$ cat src/rtl/fb_arb_pkg.sv
// Shared constants, grant encoding and debug-word field offsets for fb_arbiter.
package fb_arb_pkg;

  localparam int FB_ADDR_W = 17;
  localparam int FB_DATA_W = 9;

  typedef enum logic [1:0] {
    GNT_NONE = 2'd0,
    GNT_RD   = 2'd1,
    GNT_WR   = 2'd2
  } gnt_t;

  localparam int DBG_DROP_LSB  = 0;
  localparam int DBG_FLUSH_LSB = 16;
  localparam int DBG_PEAK_LSB  = 24;
  localparam int DBG_GNT_LSB   = 28;

endpackage

$ cat src/rtl/fb_wr_fifo.sv
// Synchronous FIFO holding {addr, data} camera writes; flush empties it at the next edge.
module fb_wr_fifo #(
  parameter  int W     = 26,
  parameter  int DEPTH = 8,
  localparam int AW    = $clog2(DEPTH),
  localparam int LW    = AW + 1
) (
  input  logic          clk,
  input  logic          rst,
  input  logic          push,
  input  logic          pop,
  input  logic          flush,
  input  logic [W-1:0]  din,
  output logic [W-1:0]  head,
  output logic          empty,
  output logic          full,
  output logic [LW-1:0] level
);

  logic [W-1:0]  mem [DEPTH];
  logic [AW-1:0] wr_ptr;
  logic [AW-1:0] rd_ptr;

  // Storage needs no reset: level gates every read of it.
  always_ff @(posedge clk) begin
    if (push && !flush) mem[wr_ptr] <= din;
  end

  always_ff @(posedge clk or negedge rst) begin
    if (!rst) begin
      wr_ptr <= '0;
      rd_ptr <= '0;
      level  <= '0;
    end else if (flush) begin
      wr_ptr <= '0;
      rd_ptr <= '0;
      level  <= '0;
    end else begin
      if (push) wr_ptr <= wr_ptr + AW'(1);
      if (pop)  rd_ptr <= rd_ptr + AW'(1);
      if (push && !pop)      level <= level + LW'(1);
      else if (!push && pop) level <= level - LW'(1);
    end
  end

  assign head  = mem[rd_ptr];
  assign empty = (level == '0);
  assign full  = (level == LW'(DEPTH));

endmodule

$ cat src/rtl/fb_arbiter.sv
// Frame-buffer RAM arbiter: VGA reads have strict priority, camera writes drain from a FIFO.
// Statistics on debug_out only when FB_ARB_STATS_EN is defined; otherwise debug_out is 0.
module fb_arbiter
  import fb_arb_pkg::*;
#(
  parameter  int ADDR_W     = FB_ADDR_W,
  parameter  int DATA_W     = FB_DATA_W,
  parameter  int FIFO_DEPTH = 8,
  localparam int LW         = $clog2(FIFO_DEPTH) + 1
) (
  input  logic              clk,
  input  logic              rst,
  input  logic              rd_req,
  input  logic [ADDR_W-1:0] rd_addr,
  output logic              rd_valid,
  output logic [DATA_W-1:0] rd_data,
  input  logic              wr_valid,
  input  logic [ADDR_W-1:0] wr_addr,
  input  logic [DATA_W-1:0] wr_data,
  output logic              wr_ready,
  input  logic              frame_start,
  output logic [ADDR_W-1:0] ram_addr,
  output logic [DATA_W-1:0] ram_wdata,
  output logic              ram_we,
  input  logic [DATA_W-1:0] ram_q,
  output logic [LW-1:0]     fifo_level,
  output logic [31:0]       debug_out
);

  gnt_t grant_d, grant_q;
  logic pop, push_ok, full, empty, rd_v2;
  logic [ADDR_W-1:0] head_addr;
  logic [DATA_W-1:0] head_data;

  always_comb begin
    grant_d = GNT_NONE;
    if (rd_req)      grant_d = GNT_RD;
    else if (!empty) grant_d = GNT_WR;
  end

  assign pop     = (grant_d == GNT_WR);
  // A full FIFO still takes a write when the head leaves in the same cycle.
  assign push_ok = wr_valid && (!full || pop);

  fb_wr_fifo #(.W(ADDR_W + DATA_W), .DEPTH(FIFO_DEPTH)) u_fifo (
    .clk   (clk),
    .rst   (rst),
    .push  (push_ok),
    .pop   (pop),
    .flush (frame_start),
    .din   ({wr_addr, wr_data}),
    .head  ({head_addr, head_data}),
    .empty (empty),
    .full  (full),
    .level (fifo_level)
  );

  always_ff @(posedge clk or negedge rst) begin
    if (!rst) begin
      grant_q   <= GNT_NONE;
      ram_addr  <= '0;
      ram_wdata <= '0;
      ram_we    <= 1'b0;
      rd_v2     <= 1'b0;
    end else begin
      grant_q <= grant_d;
      ram_we  <= pop;
      rd_v2   <= (grant_q == GNT_RD);
      case (grant_d)
        GNT_RD: ram_addr <= rd_addr;
        GNT_WR: begin
          ram_addr  <= head_addr;
          ram_wdata <= head_data;
        end
        default: ;
      endcase
    end
  end

  assign rd_valid = rd_v2;
  assign rd_data  = rd_v2 ? ram_q : '0;
  assign wr_ready = !full;

`ifdef FB_ARB_STATS_EN
  logic [15:0] drop_cnt;
  logic [7:0]  flush_cnt;
  logic [3:0]  peak;
  logic [3:0]  gnt_oh;
  logic [31:0] lvl32;
  logic [31:0] flush_sum;

  always_comb begin
    lvl32     = 32'(fifo_level);
    // The entry popped alongside a flush still reaches RAM, so it is not counted.
    flush_sum = 32'(flush_cnt) + lvl32 - 32'(pop);
  end

  always_ff @(posedge clk or negedge rst) begin
    if (!rst) begin
      drop_cnt  <= '0;
      flush_cnt <= '0;
      peak      <= '0;
      gnt_oh    <= '0;
    end else begin
      if (wr_valid && !push_ok && drop_cnt != 16'hFFFF) drop_cnt <= drop_cnt + 16'd1;
      if (frame_start) flush_cnt <= (flush_sum > 32'd255) ? 8'hFF : flush_sum[7:0];
      if (lvl32 > 32'(peak)) peak <= (lvl32 > 32'd15) ? 4'hF : lvl32[3:0];
      case (grant_d)
        GNT_NONE: gnt_oh <= 4'b0001;
        GNT_RD:   gnt_oh <= 4'b0010;
        GNT_WR:   gnt_oh <= 4'b0100;
        default:  gnt_oh <= 4'b0000;
      endcase
    end
  end

  always_comb begin
    debug_out = '0;
    debug_out[DBG_DROP_LSB  +: 16] = drop_cnt;
    debug_out[DBG_FLUSH_LSB +: 8]  = flush_cnt;
    debug_out[DBG_PEAK_LSB  +: 4]  = peak;
    debug_out[DBG_GNT_LSB   +: 4]  = gnt_oh;
  end
`else
  assign debug_out = '0;
`endif

endmodule

$ cat config.mk
export PLATFORM = sky130hd
export DESIGN_NAME = fb_arbiter
export DESIGN_NICKNAME = d
export VERILOG_FILES = /design/src/rtl/fb_arb_pkg.sv /design/src/rtl/fb_wr_fifo.sv /design/src/rtl/fb_arbiter.sv
export SDC_FILE = /design/constraint.sdc
export NUM_CORES = 1
export LEC_CHECK = 0
export CAP_MARGIN = 20
export CORE_UTILIZATION = 23
export DETAILED_ROUTE_END_ITERATION = 7
export SYNTH_ARGS = -nofsm -noshare
export SYNTH_HDL_FRONTEND = slang
export SYNTH_SLANG_ARGS = --single-unit
$ cat constraint.sdc
create_clock -name clk -period 13.4 [get_ports clk]
set_clock_uncertainty 0.2 [all_clocks]
set_input_delay 3.35 -clock clk [delete_from_list [all_inputs] [get_ports clk]]
set_output_delay 3.35 -clock clk [all_outputs]
set_load 0.005 [all_outputs]
==> results.cfg <==
[run_status]
status = finished, final reports clean

[setup_path]
cp_max_fo = 1
worstPathRequired_ps = 9850
r2r_cells = 4
start_kind = primary input
endpoint_kind = output port
rrSetupSlack_ps = 10550
rr_endpoint = ram_addr[16]$_DFFE_PN0P_
crit_path_start = ram_q[5]
r2r_start = u_fifo.level[3]$_DFFE_PN0P_
arrival_ps = 4440
critPathKind = primary input to output port

[power_and_ir_drop]
power_density_nw_per_um2 = 178
p_leak_nw = 3.95
ir_drop_mv = 0.0733

[clocking]
clk_pin_slew_ps = 60
clock_path_buffers = 3
cts_buffers = 26
cts_root_buf = clkbuf_16
clkLatencyLatePin_ps = 520
cts_tree = built
htreeDepth = 1
post_cts_buffers = 0
hold_buffers = 0
clkSinkCount = 248
cts_resized = 0

[route]
dr.first_iter.drc_count = 399
drc = 0
viasPerCell = 4.17
dr.pass1.iters = 7
drtAntennaViolNets = 0
wire_per_inst_um = 18.7
num_vias = 4896
wl_um = 22000

[sta]
setup_violations = 0
worst_slew_pin_slew_ps = 1040
rsz0062_at_grt = false
post-route-period-util = 0.596
finalMaxSlewViolations = 0
fin_tns_setup_ps = 0
fmax_mhz = 125
relSlewSlack = 0.308
hold_viol = 0
layout_min_cycle_time_ps = 7990

[floorplanning]
die_area_um2 = 43900
io_pins = 131
num_rows = 75
fp.dieH_um = 209
core_area_um2 = 42200
die_w_um = 209
start_util = 0.234

[cells_and_area]
nFillCells = 4138
layout-drive-gt1-share = 0.200
area_growth_pct = 24.1
layout_common_cells = edfxtp_1, clkdlybuf4s50_1, mux4_2
fin_util = 0.291
mostFrequentLayoutCell = edfxtp_1
fin_nets = 676

[global_routing]
grt_use_total = 0.0997
grt_pass1_vias = 5138
antenna_found_initial = 1
grt_max_degree = 55
grt_overflow_total = 0
grt_first_pass_wirelength_um = 32800

[synth]
syn_area_um2 = 9900
syn-instance-count = 505
synth.area.top_cells = edfxtp_1, mux4_2, dfrtp_1, buf_4, o22a_1
avgSynthCellArea_um2 = 19.6
yosysTopAreaCellShare = 0.631
async_reset_ff_frac = 0.161
synthFlopType = edfxtp_1
synth_edf_count = 208
seq_area_frac_synth = 0.732
synth_top_area_cell = edfxtp_1
ys_types = 45
yosysWarnings = 0
ys_seq_elements = 248

[placed_design]
dp_hpwl_um = 13000
gp_congestion = 0.665
port-buffer-count = 98

[job]
cap_violations = 0

[worst_hold_path]
min_from = grant_q[1]$_DFF_PN0_
hp-class = register to register
hold_path_end = rd_valid$_DFF_PN0_
whs_path_depth = 1
## state kept, by name, indices dropped and copies added, names as in the netlist
signal / count
u_fifo.rd_ptr: 3
u_fifo.mem: 208
ram_wdata: 9
u_fifo.level: 4
u_fifo.wr_ptr: 3
ram_addr: 17
rd_valid: 1
grant_q: 2
ram_we: 1
## routing by layer
layer	global-route usage	vias up	wire [um]
met4	0.0221	2	338
met3	0.0199	35	949
met2	0.164	117	10500
met5	0	-	12
met1	0.136	2540	10200
li1	-	2202	-
## where the power goes
group	internal, W	total (W)	switching (W)	leakage, nW
Clock	0.000443	0.000735	0.000292	0.439
Sequential	0.000902	0.000965	0.0000631	2.35
Combinational	0.000279	0.000489	0.000210	1.16
Total	0.00162	0.00219	0.000565	3.95
## cells in the mapped netlist (all sizes together), types with 8 or more instances
cell	n
nand2	8
o22a	17
dfrtp	40
nor2	20
a21oi	13
mux2i	10
o221a	17
clkbuf	8
edfxtp	208
buf	49
and2	10
mux4	52
## worst max-delay path, cell delays in order
cell and delay (ps):
clkdlybuf4s50_1 470, and2_1 120, clkdlybuf4s50_1 490
## worst max-delay path by stage
stage                                            end  slack, ps  depth (start not counted)
after floorplan           u_fifo.mem[0][0]$_DFFE_PP_       6140                          4
after global placement                    rd_data[5]       5420                          3
after detailed placement                  rd_data[5]       5410                          3
after CTS                                 rd_data[5]       5400                          3
after global routing                      rd_data[2]       5380                          3
final                                     rd_data[5]       5410                          3
## per-stage QoR
step | power (W) | instances | worst slack (ps) | cell area, um^2 | hold slack [ps]
CTS | 0.00223 | 1173 | 5400 | 12300 | 194
finish | 0.00219 | 1174 | 5410 | 12300 | 193
floorplan | 0.00129 | 536 | 6140 | 10000 | 178
global placement | 0.00148 | 1125 | 5420 | 11400 | 184
detailed placement | 0.00148 | 1125 | 5410 | 11400 | 185
global route | 0.00229 | 1173 | 5380 | 12300 | 211
## final cells by class
class	instances	area (um^2)	share of cell area
inverter	6	22.5	0.00183
timing repair buffer	107	1040	0.0849
clock inverter	14	154	0.0125
antenna	1	2.50	0.000204
sequential	248	7250	0.590
multi-input combinational	225	2410	0.196
clock buffer	34	732	0.0596
tap	539	674	0.0549
## cell families after synthesis
family	share of synthesized area
flops	0.732
mux	0.131
buf+inv	0.0420
compound gates	0.0500
simple gates	0.0320
xor+xnor	0.00531
fa+ha+maj	0.00708
other cells	0.000379
Power figures use the tool's default switching activity.
